### src/rtl/msrv32_ifetch_resp_if.sv
// Fetch-path bundle: PC-stage request, instruction-memory bus and decode-side result/stall.
// slave = the fetch responder, master = the surrounding pipeline and memory.
interface msrv32_ifetch_resp_if;
  logic        req_valid_in;
  logic [31:0] i_addr_in;
  logic        req_ready_out;
  logic        flush_in;
  logic        imem_req_out;
  logic [31:0] imem_addr_out;
  logic        imem_ack_in;
  logic [31:0] imem_rdata_in;
  logic        instr_valid_out;
  logic [31:0] instr_out;
  logic [31:0] pc_out;
  logic        stall_in;
  logic        instr_misaligned_out;
  logic        fetch_fault_out;

  modport slave (
    input  req_valid_in, i_addr_in, flush_in, imem_ack_in, imem_rdata_in, stall_in,
    output req_ready_out, imem_req_out, imem_addr_out, instr_valid_out, instr_out,
           pc_out, instr_misaligned_out, fetch_fault_out
  );

  modport master (
    output req_valid_in, i_addr_in, flush_in, imem_ack_in, imem_rdata_in, stall_in,
    input  req_ready_out, imem_req_out, imem_addr_out, instr_valid_out, instr_out,
           pc_out, instr_misaligned_out, fetch_fault_out
  );
endinterface

### src/rtl/msrv32_ifetch_resp.sv
// Fetch responder: one imem transaction per accepted PC, valid one cycle after ack, held while decode stalls.
// Accepts only in IDLE; optional bus-timeout fault via MSRV32_IFETCH_TIMEOUT_EN.
module msrv32_ifetch_resp #(
  parameter int unsigned TIMEOUT_CYCLES = 255,
  parameter logic [31:0] NOP_INSTR      = 32'h0000_0013
) (
  input logic                 clk_in,
  input logic                 rst_n_in,
  msrv32_ifetch_resp_if.slave bus
);

  localparam logic [1:0] ST_IDLE = 2'd0;
  localparam logic [1:0] ST_WAIT = 2'd1;
  localparam logic [1:0] ST_OUT  = 2'd2;

  logic [1:0]  state;
  logic        drop;
  logic        imem_req;
  logic [31:0] imem_addr;
  logic        instr_valid;
  logic [31:0] instr;
  logic [31:0] pc;
  logic        misaligned;
  logic        fault;

  logic accept;
  logic drop_now;
  logic timeout;

  assign bus.req_ready_out        = (state == ST_IDLE) && !bus.flush_in;
  assign accept                   = bus.req_valid_in && bus.req_ready_out;
  // A flush in the same cycle as the ack or timeout still kills the fetch.
  assign drop_now                 = drop || bus.flush_in;

  assign bus.imem_req_out         = imem_req;
  assign bus.imem_addr_out        = imem_addr;
  assign bus.instr_valid_out      = instr_valid;
  assign bus.instr_out            = instr;
  assign bus.pc_out               = pc;
  assign bus.instr_misaligned_out = misaligned;
  assign bus.fetch_fault_out      = fault;

`ifdef MSRV32_IFETCH_TIMEOUT_EN
  localparam int CNT_W = ($clog2(TIMEOUT_CYCLES + 1) > 8) ? $clog2(TIMEOUT_CYCLES + 1) : 8;

  logic [CNT_W-1:0] wait_cnt;

  assign timeout = (state == ST_WAIT) && !bus.imem_ack_in &&
                   (wait_cnt == CNT_W'(TIMEOUT_CYCLES - 1));

  always_ff @(posedge clk_in or negedge rst_n_in) begin
    if (!rst_n_in) begin
      wait_cnt <= '0;
    end else if (accept) begin
      wait_cnt <= '0;
    end else if ((state == ST_WAIT) && !bus.imem_ack_in) begin
      wait_cnt <= wait_cnt + 1'b1;
    end
  end
`else
  assign timeout = 1'b0;
`endif

  always_ff @(posedge clk_in or negedge rst_n_in) begin
    if (!rst_n_in) begin
      state       <= ST_IDLE;
      drop        <= 1'b0;
      imem_req    <= 1'b0;
      imem_addr   <= '0;
      instr_valid <= 1'b0;
      instr       <= NOP_INSTR;
      pc          <= '0;
      misaligned  <= 1'b0;
      fault       <= 1'b0;
    end else begin
      case (state)
        ST_IDLE: begin
          if (accept) begin
            pc <= bus.i_addr_in;
            if (bus.i_addr_in[1:0] != 2'b00) begin
              state       <= ST_OUT;
              instr_valid <= 1'b1;
              misaligned  <= 1'b1;
              instr       <= NOP_INSTR;
            end else begin
              state     <= ST_WAIT;
              imem_req  <= 1'b1;
              imem_addr <= bus.i_addr_in;
            end
          end
        end
        ST_WAIT: begin
          if (bus.imem_ack_in) begin
            imem_req <= 1'b0;
            drop     <= 1'b0;
            if (drop_now) begin
              state <= ST_IDLE;
            end else begin
              state       <= ST_OUT;
              instr_valid <= 1'b1;
              instr       <= bus.imem_rdata_in;
            end
          end else if (timeout) begin
            imem_req <= 1'b0;
            drop     <= 1'b0;
            if (drop_now) begin
              state <= ST_IDLE;
            end else begin
              state       <= ST_OUT;
              instr_valid <= 1'b1;
              instr       <= NOP_INSTR;
              fault       <= 1'b1;
            end
          end else if (bus.flush_in) begin
            // The bus transaction cannot be aborted; remember to discard its data.
            drop <= 1'b1;
          end
        end
        ST_OUT: begin
          if (bus.flush_in || !bus.stall_in) begin
            state       <= ST_IDLE;
            instr_valid <= 1'b0;
            misaligned  <= 1'b0;
            fault       <= 1'b0;
            instr       <= NOP_INSTR;
          end
        end
        default: begin
          state <= ST_IDLE;
        end
      endcase
    end
  end

endmodule
### src/flat_wrapper.sv
// flat-port wrapper written by rule: the top's interface ports become plain ports
module msrv32_ifetch_resp_flat 
#(
  parameter int unsigned TIMEOUT_CYCLES = 255,
  parameter logic [31:0] NOP_INSTR      = 32'h0000_0013
)
  (clk_in, rst_n_in, bus_req_valid_in, bus_i_addr_in, bus_flush_in, bus_imem_ack_in, bus_imem_rdata_in, bus_stall_in, bus_req_ready_out, bus_imem_req_out, bus_imem_addr_out, bus_instr_valid_out, bus_instr_out, bus_pc_out, bus_instr_misaligned_out, bus_fetch_fault_out);
  msrv32_ifetch_resp_if bus_i ();
  input logic clk_in;
  input logic rst_n_in;
  input wire logic [$bits(bus_i.req_valid_in)-1:0] bus_req_valid_in;
  input wire logic [$bits(bus_i.i_addr_in)-1:0] bus_i_addr_in;
  input wire logic [$bits(bus_i.flush_in)-1:0] bus_flush_in;
  input wire logic [$bits(bus_i.imem_ack_in)-1:0] bus_imem_ack_in;
  input wire logic [$bits(bus_i.imem_rdata_in)-1:0] bus_imem_rdata_in;
  input wire logic [$bits(bus_i.stall_in)-1:0] bus_stall_in;
  output wire logic [$bits(bus_i.req_ready_out)-1:0] bus_req_ready_out;
  output wire logic [$bits(bus_i.imem_req_out)-1:0] bus_imem_req_out;
  output wire logic [$bits(bus_i.imem_addr_out)-1:0] bus_imem_addr_out;
  output wire logic [$bits(bus_i.instr_valid_out)-1:0] bus_instr_valid_out;
  output wire logic [$bits(bus_i.instr_out)-1:0] bus_instr_out;
  output wire logic [$bits(bus_i.pc_out)-1:0] bus_pc_out;
  output wire logic [$bits(bus_i.instr_misaligned_out)-1:0] bus_instr_misaligned_out;
  output wire logic [$bits(bus_i.fetch_fault_out)-1:0] bus_fetch_fault_out;
  assign bus_i.req_valid_in = bus_req_valid_in;
  assign bus_i.i_addr_in = bus_i_addr_in;
  assign bus_i.flush_in = bus_flush_in;
  assign bus_i.imem_ack_in = bus_imem_ack_in;
  assign bus_i.imem_rdata_in = bus_imem_rdata_in;
  assign bus_i.stall_in = bus_stall_in;
  assign bus_req_ready_out = bus_i.req_ready_out;
  assign bus_imem_req_out = bus_i.imem_req_out;
  assign bus_imem_addr_out = bus_i.imem_addr_out;
  assign bus_instr_valid_out = bus_i.instr_valid_out;
  assign bus_instr_out = bus_i.instr_out;
  assign bus_pc_out = bus_i.pc_out;
  assign bus_instr_misaligned_out = bus_i.instr_misaligned_out;
  assign bus_fetch_fault_out = bus_i.fetch_fault_out;
  msrv32_ifetch_resp #(.TIMEOUT_CYCLES(TIMEOUT_CYCLES), .NOP_INSTR(NOP_INSTR)) u_core (.clk_in(clk_in), .rst_n_in(rst_n_in), .bus(bus_i));
endmodule
### config.mk
export PLATFORM = sky130hd
export DESIGN_NAME = msrv32_ifetch_resp_flat
export DESIGN_NICKNAME = d
export VERILOG_FILES = /design/src/rtl/msrv32_ifetch_resp_if.sv /design/src/rtl/msrv32_ifetch_resp.sv /design/src/flat_wrapper.sv
export SDC_FILE = /design/constraint.sdc
export NUM_CORES = 1
export LEC_CHECK = 0
export ABC_AREA = 1
export CORE_ASPECT_RATIO = 1.4
export CORE_MARGIN = 2
export CORE_UTILIZATION = 43
export DETAILED_ROUTE_END_ITERATION = 10
export PLACE_DENSITY_LB_ADDON = 0.12
export REMOVE_ABC_BUFFERS = 1
export SLEW_MARGIN = 10
export SYNTH_ARGS = -nofsm -noshare
export SYNTH_HDL_FRONTEND = slang
export SYNTH_SLANG_ARGS = --single-unit
### constraint.sdc
create_clock -name clk_in -period 1.8 [get_ports clk_in]
set_input_delay 0.36 -clock clk_in [delete_from_list [all_inputs] [get_ports clk_in]]
set_output_delay 0.36 -clock clk_in [all_outputs]
set_load 0.01 [all_outputs]
# Word level (Yosys, flattened, before mapping)
# Cells that the tools add are included.
# Widths: inputs -> output; s select.
# word_totals
latch_bits	0
ramBits	0
reg_bits	102
memories	0
mem_bits_ro	0
out_inout_bits	101
# op_classes
bitwise_logic	1
mux	25
n_eq_ne	8
mul	0
div	0
order_cmp	0
shift	0
reduce_logical	19
n_addsub	0
# op_table
cell	n
$mux 32	5
$pmux 32 s3	1
$mux 1	10
$mux 2	5
$ne 2x2->1 const B	4
$reduce_and 4->1	2
$reduce_bool 2->1	4
$pmux 2 s3	1
$reduce_and 3->1	2
$reduce_and 6->1	1
$ne 2x1->1 const B	2
$pmux 1 s2	2
$reduce_and 2->1	2
$pmux 1 s3	1
$reduce_bool 3->1	1
$eq 2x1->1 const B	1
$eq 2x2->1 const B	1
$logic_and 1x1->1	2
$logic_not 1->1	2
$logic_not 2->1	1
$logic_or 1x1->1	2
$not 1->1	1

# Logic depth before layout (Yosys ltp)
# depth
depth_word	5
mapped_depth	9
ltp_nobuf	8

# Least setup slack after synthesis
# No wires, ideal clock.
# synth_timing
path_kind	register to register
from	reg u_core.state[0]
to	reg u_core.imem_addr[10] (netlist: u_core.bus.imem_addr_out[10])
arrival_ns	1.318
slack_ns	0.354
period_less_slack_ns	1.446
setup_ns	0.128
n_path_buf	2
path_stages_with_launch	7
path_cell_list	dfrtp_1 -> nor3_4 -> nand3_2 -> buf_2 -> buf_2 -> nand2_1 -> o21ai_1
# synth_between
elab_chain_len	4
# synth_rtl
item	line_no	source
from (decl)	msrv32_ifetch_resp.sv:16	logic [1:0] state;
from (signal assigned)	msrv32_ifetch_resp.sv:66	state <= ST_IDLE;
from (signal assigned)	msrv32_ifetch_resp.sv:81	state <= ST_OUT;
from (signal assigned)	msrv32_ifetch_resp.sv:86	state <= ST_WAIT;
$logic_not 2->1 *	msrv32_ifetch_resp.sv:30, msrv32_ifetch_resp.sv:76	
$logic_and 1x1->1	msrv32_ifetch_resp.sv:30	assign bus.req_ready_out = (state == ST_IDLE) && !bus.flush_in;
$logic_and 1x1->1	msrv32_ifetch_resp.sv:31	assign accept = bus.req_valid_in && bus.req_ready_out;
$reduce_and 3->1 (no source line) *	n/a	
to (signal assigned)	msrv32_ifetch_resp.sv:88	imem_addr <= bus.i_addr_in;
to (decl)	msrv32_ifetch_resp.sv:19	logic [31:0] imem_addr;
# Mark *: on every way between the ends. The rest lies on a longest branch, timed or not.
# A chain may end at the register's enable or synchronous reset.

# Worst setup path in the final report
# layout_timing
from	reg u_core.state[1]
to	out bus_req_ready_out
# layout_between
elab_chain_len	2
# layout_rtl
item	line_no	source
$logic_not 2->1	msrv32_ifetch_resp.sv:30	
$logic_and 1x1->1	msrv32_ifetch_resp.sv:30	
to (decl)	flat_wrapper.sv:17	output wire logic [$bits(bus_i.req_ready_out)-1:0] bus_req_ready_out;
# No other way between the ends.

==> results.ini <==
[setup_path]
critPathKind=register to output port
cp.required_ps=1440
setup.worst_path.start_class=register
crit_path_start=u_core.state[1]
r2r-start=u_core.state[1]
crit_chain=nor3_4 -> dlygate4sd2_1
crit_family=flip-flops
cp_max_fo=5
critPathCaptureType=output port
cp_num_buf_inv=1
cp_slowest_stage_delay_ps=450
cpMaxStageDelayCell=dfrtp_1
worstPathArrival_ps=1410

[timing]
whs_ps=463
min_period_over_period=0.983
finClkSkew_ps=5.96
finalSetupViolCount=0
fmax_mhz=565
slew_violations=0
setup-tns-final_ps=0
rsz0062_at_grt=false
min_period_ps=1770
setup_ws_ps=30.4
hold_violations=0

[status]
outcome=finished clean

[floorplanning]
coreArea_um2=9510
die_area_um2=10700
initial_utilization=0.446
rows=42
fp.dieH_um=122
die_w_um=88.0
ios=171

[layout]
multi_input_area_um2=1340
instances_no_fill=823
num_antenna_cells=0
final_cell_area_um2=6590
final_util=0.693
syn2layout_area_growth_pct=55.2
nFillCells=814
layout.nets=757
layout-drive-gt1-share=0.0781
area.sequential_um2=2560

[grt]
grtUsageMet2=0.339
antenna_found_initial=0
gr-total-overflow=0
met1_usage=0.263
grt_pass1_vias=3809
track_usage=0.211
use_met3=0.0671
grt_pass1_wl_um=17600
grt_start_max_net_pins=38
busiest_layer=met2

[placement]
routabilityCongestion=0.784
place_area_um2=6260
hpwl_um=7770
portBuffers=169
place_inst=807
dpl_worst_slack_ps=-290

[clock_tree]
clock_path_buffers=2
cts_root_buf=clkbuf_16
numCtsBuffers=9
clk_pin_slew_ps=70
htreeDepth=3
clk_latency_ps=340
cts_sinks=102
cts_tree=done

[route]
ant_nets=0
initialDrtViolationCount=185
drt_wl_total_um=10800
viasPerCell=4.64
wl_per_cell_um=13.1
drc=0
dr_total_vias=3817
drt_pass1_iterations=4

[run]
cap_violations=0

[logic_synthesis]
synthDistinctLibCells=18
yosysSeqAreaShare=0.602
synth_area_um2=4240
synth.avg_cell_area_um2=8.39
synth_warnings=0
synth_cells=506
ys_seq_elements=102

[hold_path]
min_path_type=register to register
hold_start=u_core.bus.instr_out[0]

[power]
power.total_mw=9.32
vdd_drop_max_v=0.000767
leakagePower_nw=3.37
power_density_nw_per_um2=1410

## sequential cells by signal, indices dropped and copies added, names as in the netlist
signal,cells
u_core.bus.imem_addr_out,32
u_core.bus.instr_out,32
u_core.bus.pc_out,32
u_core.state,2
u_core.bus.imem_req_out,1
u_core.bus.instr_misaligned_out,1
u_core.bus.instr_valid_out,1
u_core.drop,1
## cells in the mapped netlist
cell      instances  area, um2
inv_1            56        210
buf_2            18       90.1
buf_4             1       7.51
nor3_4            1       16.3
nand3_1          50        250
inv_2             2       7.51
nor2_4            1       11.3
nand2_1         184        691
dfrtp_1          99       2480
or2_2             3       18.8
o21ai_1          14       70.1
o21ai_0          23        115
clkbuf_1          8       30.0
dfstp_2           3       78.8
nand3_2           1       10.0
nand2_2           1       6.26
conb_1            1       3.75
nor2_1           40        150
## power breakdown
part           total [mW]  internal, mW  switching (mW)  leakage, nW
sequential           3.56          3.11           0.449         1.31
clock                2.05          1.22           0.834        0.145
combinational        3.71          2.02            1.69         1.92
## layer usage
metal / vias up / routed length (um)
li1: 1901 / -
met1: 1778 / 4570
met2: 125 / 5180
met3: 13 / 828
met4: 0 / 233
met5: - / 0
## area by class of cell
type	instances	share of cell area
clock buffer	10	0.0348
clock inverter	5	0.0127
inverter	58	0.0330
multi-input combinational	319	0.204
sequential	102	0.388
tap	132	0.0251
timing repair buffer	197	0.303
## cell usage in the layout (no fill, tap or decap), types with 2 or more instances in the layout
| cell type | instances |
|---|---|
| nor2_1 | 40 |
| bufinv_16 | 2 |
| o21ai_0 | 23 |
| clkinvlp_4 | 2 |
| dfstp_2 | 3 |
| dlymetal6s2s_1 | 2 |
| nand3_1 | 50 |
| buf_4 | 21 |
| o21ai_1 | 14 |
| inv_2 | 2 |
| clkdlybuf4s50_1 | 165 |
| dfrtp_1 | 99 |
| or2_2 | 3 |
| buf_12 | 7 |
| nand2_1 | 184 |
| clkbuf_16 | 9 |
| inv_1 | 56 |
## what timing repair did
item,CTS,global route
hold buffers,1,0
setup buffers,0,0
gates resized for setup,1,2
setup endpoints to repair,1,2
endpoints found under the hold margin,10,0
pin swaps,1,0
## worst paths after layout
check	endpoint	slack, ps	cells past startpoint
setup / recovery	bus_req_ready_out	30	2
max in group asynchronous	u_core.bus.pc_out[10]	610	3
setup reg to reg	u_core.bus.imem_addr_out[6]	220	6
hold reg to reg	u_core.bus.instr_out[0]	460	2
hold / removal	u_core.bus.instr_out[0]	460	2
min in group asynchronous	u_core.bus.imem_addr_out[28]	510	2
## logic make-up (layout without fill, tap and decap cells)
family	Yosys count	after routing	share of synthesized area
and+or+nand+nor	281	281	0.272
DFF	102	102	0.602
AOI/OAI and AO/OA	37	37	0.0436
other	1	1	0.000884
buffers and inverters	85	270	0.0814
## worst register-to-register path, delay by kind of cell, from the launching register on
kind	cells	cell delay, ps
AO/OA/AOI/OAI	1	80
buffers and inverters	2	420
AND/OR/NAND/NOR	3	500
flip-flops	1	450
Note: power is estimated with default switching activity, not from simulation.
